`config.mk`:
```
export PLATFORM = sky130hd
export DESIGN_NAME = pc_fetch
export DESIGN_NICKNAME = d
export VERILOG_FILES = /design/src/rtl/pc_fetch.sv
export SDC_FILE = /design/constraint.sdc
export NUM_CORES = 1
export LEC_CHECK = 0
export CAP_MARGIN = 20
export CORE_ASPECT_RATIO = 0.9
export CORE_MARGIN = 2
export CORE_UTILIZATION = 50
export CTS_CLUSTER_SIZE = 12
export DETAILED_ROUTE_END_ITERATION = 12
export PLACE_DENSITY_LB_ADDON = 0.15
export SYNTH_ARGS = -nofsm -noshare
export SYNTH_HDL_FRONTEND = slang
export SYNTH_SLANG_ARGS = --single-unit
```
`constraint.sdc`:
```
create_clock -name clk -period 4.3 [get_ports clk]
set_input_delay 0.86 -clock clk [delete_from_list [all_inputs] [get_ports clk]]
set_output_delay 0.86 -clock clk [all_outputs]
set_load 0.005 [all_outputs]
```
`src/rtl/pc_fetch.sv`:
```
// Instruction fetch front end: PC register, single-outstanding imem request FSM
// and a 2-entry {pc, instr} skid FIFO toward decode.
module pc_fetch #(
    parameter int                   CPU_WIDTH = 32,
    parameter logic [CPU_WIDTH-1:0] RESET_PC  = '0
) (
    input  logic                 clk,
    input  logic                 rst_n,
    input  logic                 ena,
    input  logic                 redirect,
    input  logic [CPU_WIDTH-1:0] redirect_pc,
    output logic                 imem_req,
    output logic [CPU_WIDTH-1:0] imem_addr,
    input  logic                 imem_gnt,
    input  logic                 imem_rvalid,
    input  logic [CPU_WIDTH-1:0] imem_rdata,
    output logic                 if_valid,
    input  logic                 if_ready,
    output logic [CPU_WIDTH-1:0] if_pc,
    output logic [CPU_WIDTH-1:0] if_instr
);

    typedef enum logic [1:0] {IDLE, REQ, WAIT} state_t;

    state_t               state;
    logic [CPU_WIDTH-1:0] pc;
    logic [CPU_WIDTH-1:0] req_pc;
    logic                 drop;

    logic [CPU_WIDTH-1:0] fifo_pc    [2];
    logic [CPU_WIDTH-1:0] fifo_instr [2];
    logic                 rd_ptr;
    logic                 wr_ptr;
    logic [1:0]           count;

    logic grant;
    logic push;
    logic pop;

    assign grant     = imem_req && imem_gnt;
    // A response is only meaningful while a request is outstanding
    assign push      = (state == WAIT) && imem_rvalid && !drop && !redirect;
    assign pop       = if_valid && if_ready;
    assign imem_addr = pc;
    assign if_valid  = (count != 2'd0) && !redirect;
    assign if_pc     = fifo_pc[rd_ptr];
    assign if_instr  = fifo_instr[rd_ptr];

    always_ff @(posedge clk or negedge rst_n) begin
        if (!rst_n) begin
            pc <= RESET_PC;
        end else if (redirect) begin
            pc <= redirect_pc;
        end else if (grant) begin
            pc <= pc + CPU_WIDTH'(4);
        end
    end

    always_ff @(posedge clk or negedge rst_n) begin
        if (!rst_n) begin
            state    <= IDLE;
            imem_req <= 1'b0;
            drop     <= 1'b0;
            req_pc   <= '0;
        end else begin
            case (state)
                IDLE: begin
                    // count < 2 reserves a FIFO slot for the response
                    if (ena && !redirect && (count < 2'd2)) begin
                        state    <= REQ;
                        imem_req <= 1'b1;
                    end
                end
                REQ: begin
                    if (imem_gnt) begin
                        state    <= WAIT;
                        imem_req <= 1'b0;
                        req_pc   <= pc;
                        drop     <= redirect;
                    end else if (redirect) begin
                        state    <= IDLE;
                        imem_req <= 1'b0;
                    end
                end
                WAIT: begin
                    if (imem_rvalid) begin
                        state <= IDLE;
                        drop  <= 1'b0;
                    end else if (redirect) begin
                        drop  <= 1'b1;
                    end
                end
                default: begin
                    state    <= IDLE;
                    imem_req <= 1'b0;
                end
            endcase
        end
    end

    always_ff @(posedge clk or negedge rst_n) begin
        if (!rst_n) begin
            rd_ptr <= 1'b0;
            wr_ptr <= 1'b0;
            count  <= 2'd0;
            for (int i = 0; i < 2; i++) begin
                fifo_pc[i]    <= '0;
                fifo_instr[i] <= '0;
            end
        end else if (redirect) begin
            rd_ptr <= 1'b0;
            wr_ptr <= 1'b0;
            count  <= 2'd0;
        end else begin
            if (push) begin
                fifo_pc[wr_ptr]    <= req_pc;
                fifo_instr[wr_ptr] <= imem_rdata;
                wr_ptr             <= ~wr_ptr;
            end
            if (pop) begin
                rd_ptr <= ~rd_ptr;
            end
            case ({push, pop})
                2'b10:   count <= count + 2'd1;
                2'b01:   count <= count - 2'd1;
                default: count <= count;
            endcase
        end
    end

endmodule

```
==> flow_results.xml <==
<?xml version="1.0" encoding="UTF-8"?>
<metrics>
  <group name="run_status">
    <metric name="outcome" unit="">finished, final reports clean</metric>
  </group>
  <group name="layout">
    <metric name="syn2layout_area_growth" unit="%">28.11</metric>
    <metric name="finish.net_count" unit="">906</metric>
    <metric name="antenna-diode-count" unit="">0</metric>
    <metric name="fin_area" unit="µm²">11440</metric>
    <metric name="layout_common_cells" unit="">sky130_fd_sc_hd__mux2_2, sky130_fd_sc_hd__dfrtp_1, sky130_fd_sc_hd__clkdlybuf4s50_1</metric>
    <metric name="final_layout_size_suffix_gt1_frac" unit="">0.3235</metric>
    <metric name="postLayoutCoreUtil" unit="">0.6520</metric>
    <metric name="layout_commonest_cell" unit="">sky130_fd_sc_hd__mux2_2</metric>
  </group>
  <group name="placed_design">
    <metric name="place.detailed.hpwl" unit="µm">13780</metric>
    <metric name="placedInstanceArea" unit="µm²">10860</metric>
    <metric name="detailedPlace.worstSlack" unit="ns">1.082</metric>
    <metric name="place.port_buffers" unit="">168</metric>
    <metric name="finalWeightedCongestion" unit="">0.7822</metric>
  </group>
  <group name="clock_tree">
    <metric name="post_cts_resize_count" unit="">0</metric>
    <metric name="clock_tree.root_cell" unit="">sky130_fd_sc_hd__clkbuf_16</metric>
    <metric name="clk_transition_reported_paths" unit="ns">0.07</metric>
    <metric name="clock-sinks" unit="">200</metric>
    <metric name="tritoncts_clock_tree" unit="">done</metric>
    <metric name="cts_inserted_buffers" unit="">17</metric>
    <metric name="cts_htree_levels" unit="">4</metric>
    <metric name="cts_hold_buf" unit="">0</metric>
    <metric name="cts_post_setup_buffers_inserted" unit="">0</metric>
    <metric name="later_pin_clock_latency_in_the_skew_report" unit="ns">0.43</metric>
    <metric name="clockBufferDepth" unit="">2</metric>
  </group>
  <group name="detailed_routing">
    <metric name="firstDrtPassIters" unit="">4</metric>
    <metric name="antenna_violating_nets_post_route" unit="">0</metric>
    <metric name="detailedRoute.firstIterationViolations" unit="">303</metric>
    <metric name="detail_route.wl_per_cell" unit="µm">19.20</metric>
    <metric name="via_count" unit="">5987</metric>
    <metric name="drt_wl_total" unit="µm">20870</metric>
    <metric name="per_cell_via_count_in_the_routed_design" unit="">5.508</metric>
    <metric name="remaining_drc_errors" unit="">0</metric>
  </group>
  <group name="setup_path">
    <metric name="timing.reg2reg.setup_slack" unit="ns">2.05</metric>
    <metric name="worst_ep_required_time" unit="ns">3.44</metric>
    <metric name="rr_startpoint" unit="">imem_addr[3]</metric>
    <metric name="crit-reg2reg-capture" unit="">imem_addr[28]</metric>
    <metric name="path_class" unit="">reg2out</metric>
    <metric name="r2r_cells" unit="">5</metric>
    <metric name="critPathLaunchType" unit="">register</metric>
    <metric name="timing.critical_path.fanout_max" unit="">65</metric>
    <metric name="end_kind" unit="">primary output</metric>
    <metric name="critPathArrivalTime" unit="ns">2.48</metric>
  </group>
  <group name="timing">
    <metric name="timing.final.max_slew_violations" unit="">0</metric>
    <metric name="timing.final.setup_violations" unit="">0</metric>
    <metric name="clock_skew" unit="ns">0.009314</metric>
    <metric name="timing.slew.headroom" unit="">0.2995</metric>
    <metric name="final_hold_viol_count" unit="">0</metric>
    <metric name="period_minus_slack" unit="ns">3.339</metric>
    <metric name="fin_tns_setup" unit="ns">0</metric>
    <metric name="timing_worst_slew_pin_value" unit="ns">1.051</metric>
    <metric name="rsz_0062_raised_after_global_routing" unit="">no</metric>
    <metric name="min_period_over_period" unit="">0.7764</metric>
    <metric name="fmax" unit="MHz">299.5</metric>
    <metric name="setup_slack" unit="ns">0.9613</metric>
  </group>
  <group name="pwr">
    <metric name="power.static_leakage" unit="µW">0.004992</metric>
    <metric name="internal-power" unit="µW">4366</metric>
    <metric name="swShare" unit="">0.2597</metric>
    <metric name="total_power" unit="µW">5897</metric>
    <metric name="total_switching_power" unit="µW">1531</metric>
    <metric name="power_per_cell_area" unit="nW/µm²">515.2</metric>
    <metric name="comb_power_share" unit="">0.280</metric>
    <metric name="share_of_power_burned_in_registers" unit="">0.451</metric>
    <metric name="vdd_drop_max" unit="µV">296.3</metric>
    <metric name="clockPowerShare" unit="">0.269</metric>
  </group>
  <group name="global_route">
    <metric name="number_of_global_route_vias_before_repair" unit="">6490</metric>
    <metric name="number_of_antenna_violations_at_the_first_check_in_global_routing" unit="">0</metric>
    <metric name="grt_pass1_wl" unit="µm">33980</metric>
    <metric name="grt_use_total" unit="">0.2262</metric>
    <metric name="grt_start_max_net_pins" unit="">95</metric>
    <metric name="globalRouteOverflowTotal" unit="">0</metric>
  </group>
  <group name="synthesis">
    <metric name="mappedNetlistArea" unit="µm²">8934</metric>
    <metric name="synth_seq_area_share" unit="">0.5602</metric>
    <metric name="synth_compound_gate_area_share" unit="">0.04342</metric>
    <metric name="postSynthAreaPerCell" unit="µm²">13.23</metric>
    <metric name="synthArstFlopShare" unit="">1.000</metric>
    <metric name="synth-edff-count" unit="">0</metric>
    <metric name="ys_types" unit="">43</metric>
    <metric name="main_combinational_cell_family_by_area_after_synthesis" unit="">multiplexers</metric>
    <metric name="synthAdderAreaFrac" unit="">0.001401</metric>
    <metric name="postSynthRegisterBits" unit="">200</metric>
    <metric name="post_synth_inst_count" unit="">675</metric>
    <metric name="synth_nets" unit="">747</metric>
    <metric name="yosys_warnings" unit="">0</metric>
    <metric name="yosys-mux-area-fraction" unit="">0.2821</metric>
    <metric name="synthFlopType" unit="">sky130_fd_sc_hd__dfrtp_1</metric>
    <metric name="yosys.area_share.simple" unit="">0.07689</metric>
    <metric name="synthXorXnorAreaFrac" unit="">0.01471</metric>
  </group>
  <group name="floorplanning">
    <metric name="coreArea" unit="µm²">17550</metric>
    <metric name="die-height" unit="µm">130.8</metric>
    <metric name="initial_core_utilization" unit="">0.5089</metric>
    <metric name="ioPinCount" unit="">169</metric>
    <metric name="dieWidth" unit="µm">144.9</metric>
    <metric name="die-area" unit="µm²">18950</metric>
    <metric name="number_of_rows_in_the_core_area" unit="">46</metric>
  </group>
  <group name="job">
    <metric name="max_cap_violations" unit="">0</metric>
  </group>
  <group name="min_path">
    <metric name="hp-class" unit="">in2async</metric>
  </group>
</metrics>
==> power groups by stage <==
stage          clock, µW  sequential (µW)  combinational (µW)
5_1_grt             1700             2730                1780
6_report            1580             2660                1650
3_5_place_dp           0             2690                1660
4_1_cts             1620             2660                1680
2_1_floorplan          0             2580                 813
3_3_place_gp           0             2640                1620
==> final cells by class <==
class                      instances  area (µm²)
fill                            1319        6110
clock buffer                      18       439.2
multi-input combinational        429        3759
clock inverter                    14       147.6
tap                              240       300.3
inverter                           8       30.03
sequential                       200        5009
timing repair buffer             178        1760
==> through the flow <==
step / hold slack (ns) / instances
6_report: 0.4796 / 1087
4_1_cts: 0.5045 / 1087
5_1_grt: 0.5186 / 1087
2_1_floorplan: 0.4621 / 675
3_5_place_dp: 0.4871 / 1055
3_3_place_gp: 0.4816 / 1055
==> synth_stat cells, types with 5 or more instances <==
cell,count,area share
sky130_fd_sc_hd__nor3_1,5,0.0028
sky130_fd_sc_hd__o21ai_0,25,0.014
sky130_fd_sc_hd__nand4_1,12,0.0084
sky130_fd_sc_hd__or4_1,12,0.010
sky130_fd_sc_hd__nand3_1,15,0.0084
sky130_fd_sc_hd__buf_2,13,0.0073
sky130_fd_sc_hd__xor2_1,7,0.0069
sky130_fd_sc_hd__mux2_2,222,0.28
sky130_fd_sc_hd__nor4_1,6,0.0042
sky130_fd_sc_hd__a31oi_1,14,0.0098
sky130_fd_sc_hd__dfrtp_1,200,0.56
sky130_fd_sc_hd__xnor2_1,8,0.0078
sky130_fd_sc_hd__clkbuf_1,22,0.0092
sky130_fd_sc_hd__o31ai_1,10,0.0084
sky130_fd_sc_hd__nor2_1,24,0.010
sky130_fd_sc_hd__nand2_1,30,0.013
sky130_fd_sc_hd__inv_1,8,0.0034
==> metal layers <==
metal / track usage / wire [µm] / vias up
met5: 0 / 0 / -
met4: 0.06581 / 248 / 0
met3: 0.04410 / 889 / 16
met2: 0.3852 / 10280 / 161
met1: 0.3002 / 9450 / 3049
li1: - / - / 2761
==> logic make-up after synthesis <==
kind of cell / Yosys count
adders and majority gates: 1
muxes: 224
and+or+nand+nor: 127
DFF: 200
buffers and inverters: 46
AOI/OAI and AO/OA: 62
xor gates and xnor gates: 15
==> registers in the layout, indices dropped and copies added, names as in the netlist <==
signal,count
count,2
drop,1
fifo_instr,64
fifo_pc,64
imem_addr,32
imem_req,1
rd_ptr,1
req_pc,32
state,2
wr_ptr,1
==> worst max-delay path by stage <==
stage	from	cells past startpoint	slack [ns]	endpoint
2_1_floorplan	redirect	4	1.64	if_valid
3_3_place_gp	redirect	3	1.08	if_valid
3_5_place_dp	redirect	3	1.08	if_valid
4_1_cts	rd_ptr	2	0.98	if_pc[31]
5_1_grt	rd_ptr	2	0.90	if_pc[29]
6_report	rd_ptr	2	0.96	if_pc[0]
==> worst max-delay path, cell delays in order, from the launching register on <==
cell and delay (ns):
sky130_fd_sc_hd__dfrtp_4 1.11, sky130_fd_sc_hd__mux2_2 0.42, sky130_fd_sc_hd__clkdlybuf4s50_1 0.47
(Power assumes the default switching activity.)
